<file path="src/rtl/udp_rx_stream.sv">
// udp_rx_stream: strips the 8-byte UDP header from an IP-payload AXI-Stream
// (8/16/32/64-bit) onto a valid/ready header channel and forwards the payload
// through a single registered stage.
// Optional build macro UDP_RX_LEN_CHECK_EN: when defined, m_axis_tuser flags a
// mismatch between the received payload length and the UDP length field.
module udp_rx_stream #(
    parameter int          AXI_DATA_WIDTH = 8,
    parameter int          KEEP_WIDTH     = AXI_DATA_WIDTH / 8,
    parameter bit          PORT_FILTER    = 1'b0,
    parameter logic [15:0] FILTER_PORT    = 16'd5000
) (
    input  logic                      i_clk,
    input  logic                      i_reset,
    input  logic [AXI_DATA_WIDTH-1:0] s_axis_tdata,
    input  logic [KEEP_WIDTH-1:0]     s_axis_tkeep,
    input  logic                      s_axis_tvalid,
    input  logic                      s_axis_tlast,
    output logic                      s_axis_trdy,
    output logic [AXI_DATA_WIDTH-1:0] m_axis_tdata,
    output logic [KEEP_WIDTH-1:0]     m_axis_tkeep,
    output logic                      m_axis_tvalid,
    output logic                      m_axis_tlast,
    output logic                      m_axis_tuser,
    input  logic                      m_axis_trdy,
    output logic                      m_udp_hdr_tvalid,
    input  logic                      m_udp_hdr_trdy,
    output logic [15:0]               m_udp_src_port,
    output logic [15:0]               m_udp_dst_port,
    output logic [15:0]               m_udp_length,
    output logic [15:0]               m_udp_hdr_checksum,
    output logic                      o_hdr_err
);

    localparam int HDR_BEATS = 8 / KEEP_WIDTH;

    typedef enum logic [1:0] {HDR, HDR_WAIT, PAYLOAD, DROP} state_t;

    state_t                    state, state_next;
    logic [2:0]                hdr_cnt;
    logic                      hdr_last;
    logic [AXI_DATA_WIDTH-1:0] beat_be;
    logic [63:0]               hdr_next;
    logic                      hdr_accept, hdr_final, filter_reject, pay_load;

    assign hdr_accept    = (state == HDR) && s_axis_tvalid && !i_reset;
    assign hdr_final     = (hdr_cnt == 3'(HDR_BEATS - 1));
    assign filter_reject = PORT_FILTER && (hdr_next[47:32] != FILTER_PORT);
    assign pay_load      = (state == PAYLOAD) && s_axis_tvalid && s_axis_trdy;

    // Reorder the beat so the earliest byte (lane 0) lands in the MSB position.
    always_comb begin
        beat_be = '0;
        for (int l = 0; l < KEEP_WIDTH; l++)
            beat_be[AXI_DATA_WIDTH-1-8*l -: 8] = s_axis_tdata[8*l +: 8];
    end

    generate
        if (HDR_BEATS > 1) begin : g_shift
            logic [63-AXI_DATA_WIDTH:0] hdr_prev;
            assign hdr_next = {hdr_prev, beat_be};
            // Accumulate earlier header beats; the newest beat is appended at the LSB end.
            // NOTE: state is updated with non-blocking assignments so every register
            // samples the pre-edge values of its neighbours.
            always_ff @(posedge i_clk) begin
                if (i_reset)         hdr_prev <= '0;
                else if (hdr_accept) hdr_prev <= hdr_next[63-AXI_DATA_WIDTH:0];
            end
        end else begin : g_single
            assign hdr_next = beat_be;
        end
    endgenerate

    // FSM state register.
    always_ff @(posedge i_clk) begin
        if (i_reset) state <= HDR;
        else         state <= state_next;
    end

    // Next-state decode plus the handshake outputs that depend only on state.
    always_comb begin
        // NOTE: every output of this block gets a default first so no path
        // leaves it unassigned and no latch is inferred.
        state_next       = state;
        s_axis_trdy      = 1'b0;
        m_udp_hdr_tvalid = 1'b0;
        case (state)
            HDR: begin
                s_axis_trdy = 1'b1;
                if (s_axis_tvalid && hdr_final) begin
                    if (filter_reject) state_next = s_axis_tlast ? HDR : DROP;
                    else               state_next = HDR_WAIT;
                end
            end
            HDR_WAIT: begin
                m_udp_hdr_tvalid = 1'b1;
                if (m_udp_hdr_trdy) state_next = hdr_last ? HDR : PAYLOAD;
            end
            PAYLOAD: begin
                s_axis_trdy = m_axis_trdy || !m_axis_tvalid;
                if (s_axis_tvalid && s_axis_trdy && s_axis_tlast) state_next = HDR;
            end
            DROP: begin
                s_axis_trdy = 1'b1;
                if (s_axis_tvalid && s_axis_tlast) state_next = HDR;
            end
            default: state_next = HDR;
        endcase
        if (i_reset) s_axis_trdy = 1'b0;
    end

    // Header beat counter and runt-datagram error pulse.
    always_ff @(posedge i_clk) begin
        if (i_reset) begin
            hdr_cnt   <= '0;
            o_hdr_err <= 1'b0;
        end else begin
            o_hdr_err <= hdr_accept && s_axis_tlast && !hdr_final;
            if (state != HDR)
                hdr_cnt <= '0;
            else if (hdr_accept)
                hdr_cnt <= (s_axis_tlast || hdr_final) ? 3'd0 : hdr_cnt + 3'd1;
        end
    end

    // Capture header fields once a complete, accepted header has arrived.
    always_ff @(posedge i_clk) begin
        if (i_reset) begin
            m_udp_src_port     <= '0;
            m_udp_dst_port     <= '0;
            m_udp_length       <= '0;
            m_udp_hdr_checksum <= '0;
            hdr_last           <= 1'b0;
        end else if (hdr_accept && hdr_final && !filter_reject) begin
            m_udp_src_port     <= hdr_next[63:48];
            m_udp_dst_port     <= hdr_next[47:32];
            m_udp_length       <= hdr_next[31:16];
            m_udp_hdr_checksum <= hdr_next[15:0];
            hdr_last           <= s_axis_tlast;
        end
    end

    // Single registered payload stage; holds its beat until the sink takes it.
    always_ff @(posedge i_clk) begin
        if (i_reset) begin
            m_axis_tdata  <= '0;
            m_axis_tkeep  <= '0;
            m_axis_tlast  <= 1'b0;
            m_axis_tvalid <= 1'b0;
        end else if (pay_load) begin
            m_axis_tdata  <= s_axis_tdata;
            m_axis_tkeep  <= s_axis_tkeep;
            m_axis_tlast  <= s_axis_tlast;
            m_axis_tvalid <= 1'b1;
        end else if (m_axis_trdy) begin
            m_axis_tvalid <= 1'b0;
        end
    end

`ifdef UDP_RX_LEN_CHECK_EN
    logic [15:0] byte_cnt;
    logic [16:0] byte_sum;
    logic [15:0] byte_sat;

    function automatic logic [16:0] popcount(input logic [KEEP_WIDTH-1:0] keep);
        logic [16:0] cnt;
        cnt = '0;
        for (int i = 0; i < KEEP_WIDTH; i++) cnt = cnt + 17'(keep[i]);
        return cnt;
    endfunction

    assign byte_sum = {1'b0, byte_cnt} + popcount(s_axis_tkeep);
    assign byte_sat = byte_sum[16] ? 16'hFFFF : byte_sum[15:0];

    // Count payload bytes and flag a length mismatch on the last beat.
    always_ff @(posedge i_clk) begin
        if (i_reset) begin
            byte_cnt     <= '0;
            m_axis_tuser <= 1'b0;
        end else begin
            if (state == HDR)  byte_cnt <= '0;
            else if (pay_load) byte_cnt <= byte_sat;
            if (pay_load)
                m_axis_tuser <= s_axis_tlast &&
                                ((({1'b0, byte_sat} + 17'd8) != {1'b0, m_udp_length}) ||
                                 (m_udp_length < 16'd8));
        end
    end
`else
    assign m_axis_tuser = 1'b0;
`endif

endmodule

</file>
<file path="config.mk">
export PLATFORM = sky130hd
export DESIGN_NAME = udp_rx_stream
export DESIGN_NICKNAME = d
export VERILOG_FILES = /design/src/rtl/udp_rx_stream.sv
export SDC_FILE = /design/constraint.sdc
export NUM_CORES = 1
export LEC_CHECK = 0
export ABC_AREA = 0
export BUFFER_PORTS_ARGS = -buffer_cell sky130_fd_sc_hd__buf_4
export CAP_MARGIN = 25
export CORE_ASPECT_RATIO = 0.8
export CORE_MARGIN = 3
export CORE_UTILIZATION = 35
export CTS_CLUSTER_SIZE = 14
export DETAILED_ROUTE_END_ITERATION = 10
export SETUP_SLACK_MARGIN = 0.15
export SYNTH_ARGS = -nofsm -noshare
export SYNTH_HDL_FRONTEND = slang
export SYNTH_SLANG_ARGS = --single-unit
</file>
<file path="constraint.sdc">
create_clock -name i_clk -period 1.8 [get_ports i_clk]
set_input_delay 0.09 -clock i_clk [delete_from_list [all_inputs] [get_ports i_clk]]
set_output_delay 0.09 -clock i_clk [all_outputs]
set_load 0.05 [all_outputs]
</file>
=== Yosys cells after proc, flatten, opt, wreduce, memory -nomap -nowiden ===
Cells that the tools add are included.
Widths: inputs -> output; s select.

* Register bits: 138
* Bits of input ports: 15
* Word-level logic and storage cells: 56

* $add $sub $neg: 1
* Equality and inequality tests: 8
* Mux-type cells: 12
* Reduce and logical (&&, ||, !) cells: 22

{| class="wikitable"
|+ Operators by type and width
! kind !! count
|-
| $logic_and 1x1->1 || 11
|-
| $mux 2 || 5
|-
| $pmux 2 s4 || 1
|-
| $eq 2x2->1 const B || 2
|-
| $mux 1 || 4
|-
| $ne 2x1->1 const B || 2
|-
| $ne 2x2->1 const B || 2
|-
| $reduce_and 4->1 || 1
|-
| $reduce_bool 2->1 || 2
|-
| $reduce_or 2->1 || 2
|-
| $add 3x1->3 const B || 1
|-
| $eq 3x3->1 const B || 1
|-
| $logic_not 1->1 || 3
|-
| $mux 3 || 1
|-
| $eq 2x1->1 const B || 1
|-
| $logic_not 2->1 || 1
|-
| $logic_or 1x1->1 || 2
|-
| $pmux 1 s2 || 1
|}

=== Logic depth before layout (Yosys ltp) ===
* Depth after elaboration: 6
* Depth in mapped cells: 8

=== Worst setup path before layout ===
OpenSTA, ideal clock, no wires.

* Path type: reg-to-output
* From: reg state[0]
* To: out s_axis_trdy
* Arrival: 1909 ps
* Data required time: 1710 ps
* Path slack: -199 ps
* Cell stages (with the launch flop): 4
* Path buffers: 0
* Path through: dfxtp_1 > inv_1 > ha_1 > a211oi_1

* Cells in the longest elaborated chain, start to end: 4
* Elaborated cells on any way between the ends: 6
* Classes of those cells: 2 x eq/ne; 2 x mux; 2 x reduce/logical

{| class="wikitable"
|+ Ends and longest elaborated chain
! item !! RTL line !! source
|-
| start: declaration || 38 || <nowiki>state_t state, state_next;</nowiki>
|-
| start signal: assignment || 76 || <nowiki>else state <= state_next;</nowiki>
|-
| $eq 2x2->1 / $logic_not 2->1 (equally long branches) || 86 || <nowiki>case (state)</nowiki>
|-
| $reduce_or 2->1 (no line) || n/a ||
|-
| $pmux 1 s2 (*) || 86 ||
|-
| $mux 1 (*) || 108 || <nowiki>if (i_reset) s_axis_trdy = 1'b0;</nowiki>
|-
| end: declaration || 18 || <nowiki>output logic s_axis_trdy,</nowiki>
|}

Mark *: on every way between the ends. The rest lies on a longest branch, timed or not.

=== Final worst setup path ===
* From: reg state[1]
* To: out s_axis_trdy

The elaborated chain is that of the path after synthesis.

==> results.md <==
- Status: finished clean
- Unrepaired setup endpoints after global routing: yes
- Reg2reg setup slack: ~0.23 ns
- Source of the worst register-to-register timing path: hdr_cnt[0]
- DRC violation count after routing: 0
- Post-detailed-route count of antenna-violating nets: 0
- Wire length after detailed routing: ~13000 um
- Total area of multi-input combinational cells: ~2300 um^2
- Total of fill cells in the finished design: 1407
- Post-detailed-route wirelength per cell: around 15 um
- Detail Placement HPWL: roughly 8400 um
- DR pass1 iterations: 4
- Clock Sinks: roughly 140
- Buffer cell driving the clock tree root: clkbuf_16
- Final weighted congestion in routability-driven placement: roughly 0.8
- Detailed Route Iter0 Violations: roughly 400
- H-tree depth reported by CTS: 4
- Netlist Area Pre-Place: roughly 5400 um^2
- Psw: roughly 1.4 mW
- Reg-to-reg endpoint: m_udp_hdr_checksum[13]
- Cell total after placement: ~850
- Part of the total power dissipated in the clock network: 0.503
- Worst-path maximum fanout: 3
- Crit path time final: 1.63 ns
- Commonest non-fill, non-tap cell in the layout: nand2_1
- Data arrival time of the critical path: between 1.5 and 2 ns
- # setup viols final: 0
- Sequential share of the synthesized area: 0.516
- Die Outline Area: 16800 um^2
- Cell variety after synth: 30
- Growth of design area from synthesis to finish: 30.1%
- Transition at the pin with the smallest max-transition slack: ~0.57 ns
- CP most frequent cell: buf_6
- Worst path cell trace: buf_6, ha_4, nand2_4, a211oi_4, buf_6
- Top Ports: between 90 and 100
- Avg Inst Size Synth: 8.74 um^2
- Hold WC Path Type: in -> reg
- Internal power component: ~5.3 mW
- Via count of the first global-routing pass: 4046
- Sw Share: 0.209
- Sequential cell area: 2770 um^2
- Cts bufs inserted: 17
- Placeable core area: between 10000 and 15000 um^2
- P per Cell Area: roughly 960 nW/um^2
- Combinational fraction of design power: 0.034
- Row Count: 39
- Final-stage net count: a little over 700
- Effective utilization at floorplan: 0.366
- Required @ worst endpoint: roughly 1.7 ns
- Routed via count divided by cell count: around 4.7
- Final-layout setup total negative slack: 0 ns
- Ant. Diodes: 0
- Number of antenna violations at the first check in global routing: 0
- Clock slew seen by the registers of the worst setup and hold paths: 0.05 ns
- Max-Slew Margin vs Limit: 0.617
- Kind of end point of the critical path: output pin
- CTS tree: built
- Max Root-Sink Buffers: 2
- Die X: roughly 140 um
- Max-slew violation total from the final report: 0
- Number of cell instances on the worst register-to-register path: 8
- End point of the critical path: s_axis_trdy
- Buffers on Ports: between 90 and 100
- Startpoint kind of the worst setup timing path: flip-flop
- Static leakage: about 2.7 nW
- Flip-flop and latch count after synthesis: between 100 and 150
- Number of hold-slack violations in the final timing report: 0
- Final worst clock skew: roughly 0.0093 ns
- Delay of the slowest cell on the worst path: around 0.36 ns
- Layout cell share with drive strength beyond 1: 0.327
- Non-Filler Instances: approximately 900
- End-of-flow core utilization: 0.476
- Kind of critical path: reg -> out
- Pin count of the biggest net entering global routing: about 120
- Proportion of power drawn by flip-flops and latches: 0.463
- Cell count after synthesis: 612
- Most used cells in the layout excluding fill and tap cells: nand2_1 (208), dfxtp_1 (136), buf_4 (93)
- CP max stage cell: dfxtp_2
- Achievable frequency: between 600 and 700 MHz
- Global-route wire length before repair: just over 20000 um
- Global route total overflow: 0
- Worst supply voltage drop on vdd: slightly above 0.0007 V
- Worst-Skew Late Latency: roughly 0.42 ns
- Count of max-cap constraint violations: 0
- CP startpoint: state[1]
- Post-Syn Nets: roughly 630
- Portion of the clock cycle consumed by the worst path in the final layout: 0.904
- Global-route usage over all layers: 0.156
- Number of warnings reported in the yosys synthesis log: 0
- Overall via count from detail_route: around 4300
- Floorplan die height: ~120 um
==> registers in the layout (all words and copies together), names as in the netlist, 2 cells and up <==
signal	flops
g_shift.hdr_prev	56
m_udp_dst_port	16
m_udp_hdr_checksum	16
m_udp_length	16
m_udp_src_port	16
m_axis_tdata	8
hdr_cnt	3
state	2
==> worst min-delay path by stage <==
stage                    start                   to  slack [ns]  cells past startpoint
4_1_cts                i_reset      m_axis_tdata[6]        0.03                      2
3_3_place_gp   s_axis_tdata[0]  g_shift.hdr_prev[0]        0.32                      3
5_1_grt                i_reset      m_axis_tdata[7]        0.05                      2
2_1_floorplan  s_axis_tdata[0]  g_shift.hdr_prev[0]        0.19                      2
3_5_place_dp   s_axis_tdata[0]  g_shift.hdr_prev[0]        0.32                      3
6_report               i_reset      m_axis_tdata[6]        0.05                      2
==> routing by layer <==
metal | GRT usage | vias up | part of all wire
met3 | 0.0610 | 8 | 0.065
met5 | 0 | - | 0
met4 | 0.0491 | 0 | 0.0092
li1 | - | 2162 | -
met2 | 0.225 | 103 | 0.44
met1 | 0.216 | 1995 | 0.49
==> kinds of logic (layout without fill, tap and decap cells) <==
kind of cell | Yosys count | in the layout | synth area share
compound gates | 116 | 116 | 0.138
fa+ha+maj | 7 | 7 | 0.0164
buf+inv | 48 | 154 | 0.0659
flops | 138 | 138 | 0.516
mux | 12 | 12 | 0.0224
other cells | 1 | 1 | 0.000701
simple gates | 290 | 290 | 0.240
==> layout make-up <==
cell class | count | share of cell area
flip-flops and latches | 138 | 0.398
multi-input cells | 426 | 0.334
repair buffers | 118 | 0.150
clock buffers | 23 | 0.0687
well taps | 184 | 0.0331
clock inverters | 9 | 0.0137
inverters | 4 | 0.00252
==> per-stage QoR <==
step | hold slack [ns] | power [mW] | area, um^2 | setup slack, ns
CTS | 0.0255 | 6.76 | 6790 | 0.134
global placement | 0.320 | 3.36 | 6060 | 0.165
detailed placement | 0.320 | 3.36 | 6060 | 0.0464
finish | 0.0477 | 6.67 | 6960 | 0.172
global route | 0.0506 | 6.91 | 6960 | 0.123
floorplan | 0.189 | 3.29 | 5360 | 0.248
==> timing repair <==
| item | in CTS | in global routing |
|---|---|---|
| endpoints found under the hold margin | 29 | 0 |
| hold buffers | 12 | 0 |
| gates resized for setup | 8 | 17 |
| setup buffers | 1 | 3 |
| pin swaps | 1 | 3 |
| gates cloned | 0 | 3 |
| setup endpoints to repair | 83 | 69 |
==> Yosys cell counts <==
library cell / number / area [um^2]
nand2_2: 41 / 257
buf_12: 4 / 80.1
buf_2: 11 / 55.1
nor3_1: 1 / 5.00
a21o_1: 1 / 7.51
clkbuf_1: 10 / 37.5
nand3_1: 3 / 15.0
a21oi_2: 40 / 350
nor2_1: 13 / 48.8
conb_1: 1 / 3.75
nor2b_2: 1 / 8.76
ha_1: 7 / 87.6
dfxtp_1: 138 / 2760
buf_6: 4 / 45.0
nand2_1: 210 / 788
o21ai_0: 1 / 5.00
a211oi_1: 1 / 7.51
inv_2: 1 / 3.75
nand3b_1: 14 / 105
nor2_2: 1 / 6.26
nand2b_4: 1 / 13.8
inv_1: 3 / 11.3
nand2b_1: 3 / 18.8
a222oi_1: 1 / 10.0
a21oi_1: 72 / 360
mux2i_1: 12 / 120
buf_4: 14 / 105
buf_8: 1 / 15.0
nor2b_1: 1 / 6.26
nand4bb_1: 1 / 11.3
==> worst max-delay path: cells and delay by family (launching register included) <==
family | cells | cell delay, ns
compound gates | 1 | 0.25
flops | 1 | 0.36
buf+inv | 2 | 0.31
fa+ha+maj | 1 | 0.15
simple gates | 1 | 0.05
==> power by group through the flow <==
stage / clock network [mW] / logic [mW] / registers [mW]
final: 3.36 / 0.230 / 3.09
after global routing: 3.57 / 0.251 / 3.09
after CTS: 3.45 / 0.230 / 3.09
after detailed placement: 0 / 0.208 / 3.15
after global placement: 0 / 0.205 / 3.15
after floorplan: 0 / 0.140 / 3.15
Power figures use the tool's default switching activity.
